[config.mk]
export PLATFORM = sky130hd
export DESIGN_NAME = ram_burst_ctrl
export DESIGN_NICKNAME = d
export VERILOG_FILES = /design/src/rtl/ram_burst_ctrl.sv
export SDC_FILE = /design/constraint.sdc
export NUM_CORES = 1
export LEC_CHECK = 0
export ABC_AREA = 1
export BUFFER_PORTS_ARGS = -buffer_cell sky130_fd_sc_hd__buf_2
export CORE_MARGIN = 3
export CORE_UTILIZATION = 50
export DETAILED_ROUTE_END_ITERATION = 12
export PLACE_DENSITY = 0.88
export REMOVE_ABC_BUFFERS = 1
export SLEW_MARGIN = 30
export SYNTH_ARGS = -nofsm -noshare
export SYNTH_HDL_FRONTEND = slang
export SYNTH_SLANG_ARGS = --single-unit
[constraint.sdc]
create_clock -name clk -period 6.8 [get_ports clk]
set_clock_uncertainty 0.2 [all_clocks]
set_input_delay 1.02 -clock clk [delete_from_list [all_inputs] [get_ports clk]]
set_output_delay 1.02 -clock clk [all_outputs]
set_load 0.01 [all_outputs]
[src/rtl/ram_burst_ctrl.sv]
// Burst sequencer in front of a single-port synchronous RAM: write bursts stream
// beats into consecutive words, read bursts return words through a 2-entry buffer.
module ram_burst_ctrl #(
  parameter int ADDR_WIDTH = 4,
  parameter int DATA_WIDTH = 32,
  parameter int LEN_WIDTH  = 4
) (
  input  logic                  clk,
  input  logic                  rst_n,
  // Every stream moves one item on a cycle where its valid and ready are both
  // high at the rising edge; valid never waits on ready.
  input  logic                  req_valid,
  output logic                  req_ready,
  input  logic                  req_write,
  input  logic [ADDR_WIDTH-1:0] req_addr,
  input  logic [LEN_WIDTH-1:0]  req_len,
  input  logic                  wr_valid,
  output logic                  wr_ready,
  input  logic [DATA_WIDTH-1:0] wr_data,
  output logic                  rd_valid,
  input  logic                  rd_ready,
  output logic [DATA_WIDTH-1:0] rd_data,
  output logic                  busy,
  output logic                  done,
  output logic                  ram_cs,
  output logic                  ram_we,
  output logic                  ram_oe,
  output logic [ADDR_WIDTH-1:0] ram_addr,
  output logic [DATA_WIDTH-1:0] ram_wdata,
  input  logic [DATA_WIDTH-1:0] ram_rdata
);

  localparam int CW = LEN_WIDTH + 1;

  typedef enum logic [1:0] {
    S_IDLE  = 2'd0,
    S_WRITE = 2'd1,
    S_READ  = 2'd2
  } state_t;

  state_t                state_q, state_d;
  logic [ADDR_WIDTH-1:0] addr_q, addr_d;
  logic [LEN_WIDTH-1:0]  len_q, len_d;
  logic [CW-1:0]         cnt_q, cnt_d;
  logic                  inflight_q, inflight_d;
  logic                  done_q, done_d;
  logic [DATA_WIDTH-1:0] buf_q [2];
  logic                  wptr_q, rptr_q;
  logic [1:0]            count_q, count_d;

  logic                  req_hs;
  logic                  wr_hs;
  logic                  beats_left;
  logic                  last_beat;
  logic                  pop;
  logic                  push;
  logic [2:0]            occ;
  logic                  rd_issue;
  logic                  rd_finish;

  // cnt_q counts beats accepted (write) or reads issued (read) in this burst.
  assign req_hs     = (state_q == S_IDLE) & req_valid;
  assign wr_hs      = (state_q == S_WRITE) & wr_valid;
  assign beats_left = (cnt_q <= {1'b0, len_q});
  assign last_beat  = (cnt_q == {1'b0, len_q});
  assign pop        = (count_q != 2'd0) & rd_ready;
  assign push       = inflight_q;

  // Buffered plus in-flight words after this cycle's pop must leave room for one more.
  assign occ        = {1'b0, count_q} + {2'b00, inflight_q} - {2'b00, pop};
  assign rd_issue   = (state_q == S_READ) & beats_left & (occ <= 3'd1);
  assign rd_finish  = (state_q == S_READ) & ~beats_left & ~inflight_q &
                      (count_q == {1'b0, pop});

  always_ff @(posedge clk) begin
    if (!rst_n) begin
      state_q    <= S_IDLE;
      addr_q     <= '0;
      len_q      <= '0;
      cnt_q      <= '0;
      inflight_q <= 1'b0;
      done_q     <= 1'b0;
      wptr_q     <= 1'b0;
      rptr_q     <= 1'b0;
      count_q    <= 2'd0;
    end else begin
      state_q    <= state_d;
      addr_q     <= addr_d;
      len_q      <= len_d;
      cnt_q      <= cnt_d;
      inflight_q <= inflight_d;
      done_q     <= done_d;
      count_q    <= count_d;
      if (push) wptr_q <= ~wptr_q;
      if (pop)  rptr_q <= ~rptr_q;
    end
  end

  // Buffer storage carries no reset; only the occupancy count matters after reset.
  always_ff @(posedge clk) begin
    if (push) buf_q[wptr_q] <= ram_rdata;
  end

  always_comb begin
    state_d    = state_q;
    addr_d     = addr_q;
    len_d      = len_q;
    cnt_d      = cnt_q;
    inflight_d = rd_issue;
    done_d     = (wr_hs & last_beat) | rd_finish;
    count_d    = count_q + {1'b0, push} - {1'b0, pop};
    case (state_q)
      S_IDLE: begin
        if (req_valid) begin
          state_d = req_write ? S_WRITE : S_READ;
          addr_d  = req_addr;
          len_d   = req_len;
          cnt_d   = '0;
        end
      end
      S_WRITE: begin
        if (wr_hs) begin
          addr_d = addr_q + 1'b1;
          cnt_d  = cnt_q + 1'b1;
          if (last_beat) state_d = S_IDLE;
        end
      end
      S_READ: begin
        if (rd_issue) begin
          addr_d = addr_q + 1'b1;
          cnt_d  = cnt_q + 1'b1;
        end
        if (rd_finish) state_d = S_IDLE;
      end
      default: state_d = S_IDLE;
    endcase
  end

  always_comb begin
    req_ready = (state_q == S_IDLE);
    wr_ready  = (state_q == S_WRITE);
    busy      = (state_q != S_IDLE);
    done      = done_q;
    rd_valid  = (count_q != 2'd0);
    rd_data   = rd_valid ? buf_q[rptr_q] : '0;
    ram_cs    = wr_hs | rd_issue;
    ram_we    = wr_hs;
    ram_oe    = ram_cs & ~ram_we;
    ram_addr  = ram_cs ? addr_q : '0;
    ram_wdata = wr_hs ? wr_data : '0;
  end

  logic unused_req_hs;
  assign unused_req_hs = req_hs;

endmodule

Yosys cells after proc, flatten, opt, wreduce, memory -nomap -nowiden
Memory sizes are Yosys's and may differ from the RTL's. A register that Yosys moved wholly into a read port is not among the register bits. Index checks and enable logic that the tools add are counted.

Add/sub/neg operators: 6. $mul: 0. Divide/modulo/power cells: 0. $lt $le $gt $ge: 2. Equal/unequal tests: 9. Shifts and indexed selects: 0. Multiplexer cells: 21. Bitwise operators: 16. Reductions and logical operators: 7.

Operators by type and width (count): 2-to-1 mux 32 bit (2); 2-to-1 mux 4 bit (4); 2-to-1 mux 5 bit (3); one-hot mux 5 bit (3 select lines) (1); one-hot mux 4 bit (3 select lines) (1); 2-to-1 mux 2 bit (5); bitwise AND 1 bit (9); AND reduction 4 bit (2); inequality test 2 bit (second input constant) (3); one-hot mux 2 bit (3 select lines) (1); adder 5 x 1 -> 5 bit (second input constant) (1); == test 5 x 4 -> 1 bit (1); <= comparator 5 x 4 -> 1 bit (1); inverter 1 bit (5); adder 4 x 1 -> 4 bit (second input constant) (1); 2-to-1 mux 1 bit (4); inequality test 2 x 1 -> 1 bit (second input constant) (2); nonzero test 2 bit (2); adder 2 x 1 -> 3 bit (1); <= comparator 3 x 1 -> 1 bit (second input constant) (1); nonzero test 3 bit (1); subtractor 3 x 1 -> 3 bit (1); adder 2 x 1 -> 2 bit (1); == test 2 x 1 -> 1 bit (1); other kinds (6) (7).

Register bits: 21. Bits in latches: 0. RAM bits: 64. Bits in read-only memories: 0. Output and inout bits: 76. Memories: 1.

Memory list: buf_q (depth 2, width 32, read ports 1, clocked after Yosys merged registers in 1, write ports 1, line 47) `logic [DATA_WIDTH-1:0] buf_q [2];`.

Depth between registers and ports, before layout
Depth after elaboration: 7. Gate-level depth with buffers: 19. Depth with buffers taken out: 19.

Worst setup path after synthesis
OpenSTA, ideal clock, no wires.

Kind: input-to-output. Start point: input rd_ready. End point: output ram_addr[0]. Data arrival time: 2.799 ns. Path slack: 2.781 ns. Stages on the path: 13. Cell sequence: nand2_1 -> inv_1 -> ha_1 -> inv_1 -> ha_1 -> inv_1 -> fa_1 -> nand3_1 -> nor2_1 -> nand2_4 -> nand2_1 -> inv_1 -> nor2_1.

Longest elaborated chain between the ends: 6.

Ends and longest elaborated chain: start, declared (line 21) `input logic rd_ready,`; bitwise AND 1 bit (line 66) `assign pop = (count_q != 2'd0) & rd_ready;`; net pop (line 55) `logic pop;`; subtractor 3 x 1 -> 3 bit (line 70) `assign occ = {1'b0, count_q} + {2'b00, inflight_q} - {2'b00, pop};`; <= comparator 3 x 1 -> 1 bit (line 71) `assign rd_issue = (state_q == S_READ) & beats_left & (occ <= 3'd1);`; bitwise AND 1 bit (line 71); bitwise OR 1 bit (line 146) `ram_cs = wr_hs | rd_issue;`; net ram_cs (line 25) `output logic ram_cs,`; 2-to-1 mux 4 bit (line 149) `ram_addr = ram_cs ? addr_q : '0;`; end, declared (line 28) `output logic [ADDR_WIDTH-1:0] ram_addr,`.

The timed path passes the listed nets, and every way through them passes these cells.

Worst setup path after layout
Start point: register count_q[1]. End point: output ram_addr[3].

Longest elaborated chain between the ends: 7. Elaborated cells on any way between the ends: 8. Those cells by class: 2 x add/sub; 1 x order compare; 1 x mux; 3 x bitwise; 1 x reduce/logical.

Ends and longest elaborated chain: start, declared (line 49) `logic [1:0] count_q, count_d;`; start signal, assigned (line 93) `count_q <= count_d;`; nonzero test 2 bit (line 66); bitwise AND 1 bit (line 66); net pop (line 55); subtractor 3 x 1 -> 3 bit (line 70); <= comparator 3 x 1 -> 1 bit (line 71); bitwise AND 1 bit (line 71); bitwise OR 1 bit (line 146); 2-to-1 mux 4 bit (line 149).

The timed path passes the listed nets, and every way through them passes these cells.

==> run_results.csv <==
group,metric,value,unit
logic_synthesis,synthAdderAreaFrac,3.975,%
logic_synthesis,synth_compound_area_share,7.666,%
final_layout,area_growth,26.66,%
worst_setup_path,worst-path-buf-inv,7,
worst_setup_path,cp-start-kind,"register",
clocking,cts_sinks,86,
worst_setup_path,worst_path_max_delay_cell,"fa_1",
logic_synthesis,synth.mux.area_fraction,0.2524,%
final_layout,fillers,595,
power_and_ir_drop,p_leak,2.472,nW
timing,fin_setup_tns,0,ns
timing,setup_violations,0,
clocking,clk_pin_slew_worst_paths,0.08,ns
timing,max_slew_margin,38.14,%
logic_synthesis,synth_warnings,0,
final_layout,final_common_cell,"buf_2",
timing,min_period_over_period,65.50,%
clocking,cts_tree,"yes",
final_layout,layout.cells.most_common_list,"buf_2 (153), nand2_1 (94), inv_1 (64), edfxtp_1 (64), nor2_1 (56)",
logic_synthesis,synth-simple-area-share,19.43,%
worst_setup_path,critPathMaxFanout,33,
logic_synthesis,ys_ff_latch,86,
clocking,numCtsBuffers,9,
final_layout,final_core_util,67.11,%
final_layout,fin_nets,668,
routing,dr.pass1.iters,4,
worst_setup_path,crit_path_end_kind,"output port",
timing,maxSlewViolCount,0,
routing,remaining_drc_errors,0,
worst_setup_path,cp_common_cell,"inv_1",
worst_setup_path,required,5.58,ns
floorplanning,ios,154,
global_route,grt_pass1_wl,14.15,mm
timing,rsz0062_at_grt,"false",
hold_path,min_path_type,"reg2reg",
final_layout,drive_gt1_share,32.08,%
clocking,clk_latency,0.33,ns
timing,final-hold-violation-count,0,
worst_setup_path,cp_data_arrival_time,3.23,ns
outcome,outcome,"complete, no violations",
logic_synthesis,synth_seq_area_share,59.56,%
logic_synthesis,synth_area,0.003966,sq mm
routing,drtAntennaViolNets,0,
power_and_ir_drop,power.total,0.001730,W
power_and_ir_drop,vdd_ir_drop_max,0.0002295,V
global_route,antenna_found_initial,2,
global_route,grtUsageTotal,19.96,%
job,cap_violations,0,
clocking,postCtsResizedCells,0,
routing,first_iter_violations,135,
worst_setup_path,reg2reg_setup_slack,3.54,ns
logic_synthesis,avgSynthCellArea,9.311,sq um
routing,drt_wl_total,8.947,mm
logic_synthesis,synth-xor-area-share,0.6625,%
worst_setup_path,cpPeakStageDelay,0.50,ns
worst_setup_path,path_cells,"nor2_2 -> buf_4 -> inv_1 -> nand2_1 -> inv_1 -> ha_1 -> inv_1 -> ha_1 -> inv_1 -> fa_1 -> nand3_1 -> nor2_1 -> nand2_4 -> nand2_1 -> inv_1 -> nor2_1 -> buf_2",
logic_synthesis,synth_top_family_by_area,"simple AND/OR/NAND/NOR gates",
logic_synthesis,syn_inst,426,
floorplanning,die_area,0.009037,sq mm
worst_setup_path,cp_top_family,"adder cells",
floorplanning,initial_core_util,52.98,%
floorplanning,num_rows,31,
routing,via_per_inst,4.871,
timing,fmax,0.2245,GHz
clocking,post-cts-setup-buffers,0,
final_layout,multi_input_area,0.001281,sq mm
clocking,clockBufferDepth,2,
worst_setup_path,critical_path_class,"reg2out",
clocking,cts_root_buf,"clkbuf_8",
final_layout,antenna_cells,0,
timing,fin_crit,4.454,ns
timing,worst_slew_pin_slew,0.9222,ns
routing,vias,3322,
place,hpwlAfterDp,6.430,mm
final_layout,register_area,0.002362,sq mm
routing,wl_per_cell,13.12,um
global_route,grt_overflow_total,0,
floorplanning,die_width,95.07,um
logic_synthesis,synth.distinct_cells,27,
place,port_buffers,153,
floorplanning,core_area,0.007486,sq mm
floorplanning,die_h,95.07,um
global_route,grt_pass1_vias,3244,
clocking,holdBufCountCts,0,
clocking,htree_num_levels,3,
power_and_ir_drop,p_per_area,344.4,mW/mm^2
global_route,grt_max_degree,35,
place,place_congestion,0.8047,
-- layer usage --
metal	global-route usage (%)	vias to the layer above	share of wire, %
li1	-	1666	-
met1	22.20	1541	41
met2	37.43	99	52
met3	5.051	12	6.3
met4	5.529	4	1.1
met5	0	-	0.23
-- layout make-up --
type                    count  area share [%]
well taps                  99           2.466
clock buffers              10           2.540
flip-flops and latches     86           47.02
repair buffers            157           16.24
multi-input cells         257           25.50
inverters                  67           5.006
clock inverters             6           1.220
-- state kept, by name, indices dropped and copies added (netlist names), named ones only --
register / count
buf_q: 64
state_q: 2
cnt_q: 5
inflight_q: 1
count_q: 2
wptr_q: 1
len_q: 4
done: 1
rptr_q: 1
addr_q: 4
-- power by group --
group	switching [W]	internal [W]	leakage, nW
clock network	0.000173	0.000170	0.0981
registers	0.0000363	0.000638	0.757
logic	0.000465	0.000248	1.62
-- stage by stage --
stage	hold slack, ns	cells	worst slack, ns	cell area (sq um)
finish	0.2697	682	2.346	5024
global route	0.3035	682	2.018	5024
CTS	0.2690	681	2.270	4994
detailed placement	0.2536	665	2.453	4805
global placement	0.2385	665	2.539	4805
floorplan	0.2255	410	2.056	3882
-- worst min-delay path, cell delays in order (launching register included) --
cell,delay (ns)
dfxtp_1,0.30
inv_1,0.07
a21oi_1,0.06
-- worst paths after layout --
| path | startpoint | to | cells after the start |
|---|---|---|---|
| worst min register to register | len_q[2] | len_q[2] | 2 |
| worst max-delay path | count_q[1] | ram_addr[3] | 17 |
| worst max register to register | count_q[1] | cnt_q[1] | 18 |
| worst min-delay path | len_q[2] | len_q[2] | 2 |
-- synthesized netlist by cell type (all sizes together) --
master   n  share of area (%)
edfxtp  64                 48
o22ai    1               0.16
xor2     2               0.44
buf      3               0.88
ha      11                3.5
clkbuf  13                1.2
nor4     1               0.16
o31ai    1               0.19
clkinv   2               0.19
nand2   99                9.9
mux2i    1               0.25
a21oi   51                6.4
nand3   18                3.0
nor2    59                5.8
nand4    1               0.16
inv     65                6.2
or2      2               0.32
o21ai    7               0.88
nor3     1               0.13
fa       1               0.50
dfxtp   22                 11
xnor2    1               0.22
-- cell families (layout without fill, tap and decap cells) --
| logic type | count (synthesis) | after routing |
|---|---|---|
| simple gates | 181 | 181 |
| flops | 86 | 86 |
| buf+inv | 83 | 240 |
| compound gates | 60 | 60 |
| fa+ha+maj | 12 | 12 |
| xor+xnor | 3 | 3 |
| mux | 1 | 1 |
No activity file was read; power rests on OpenSTA's default activity.
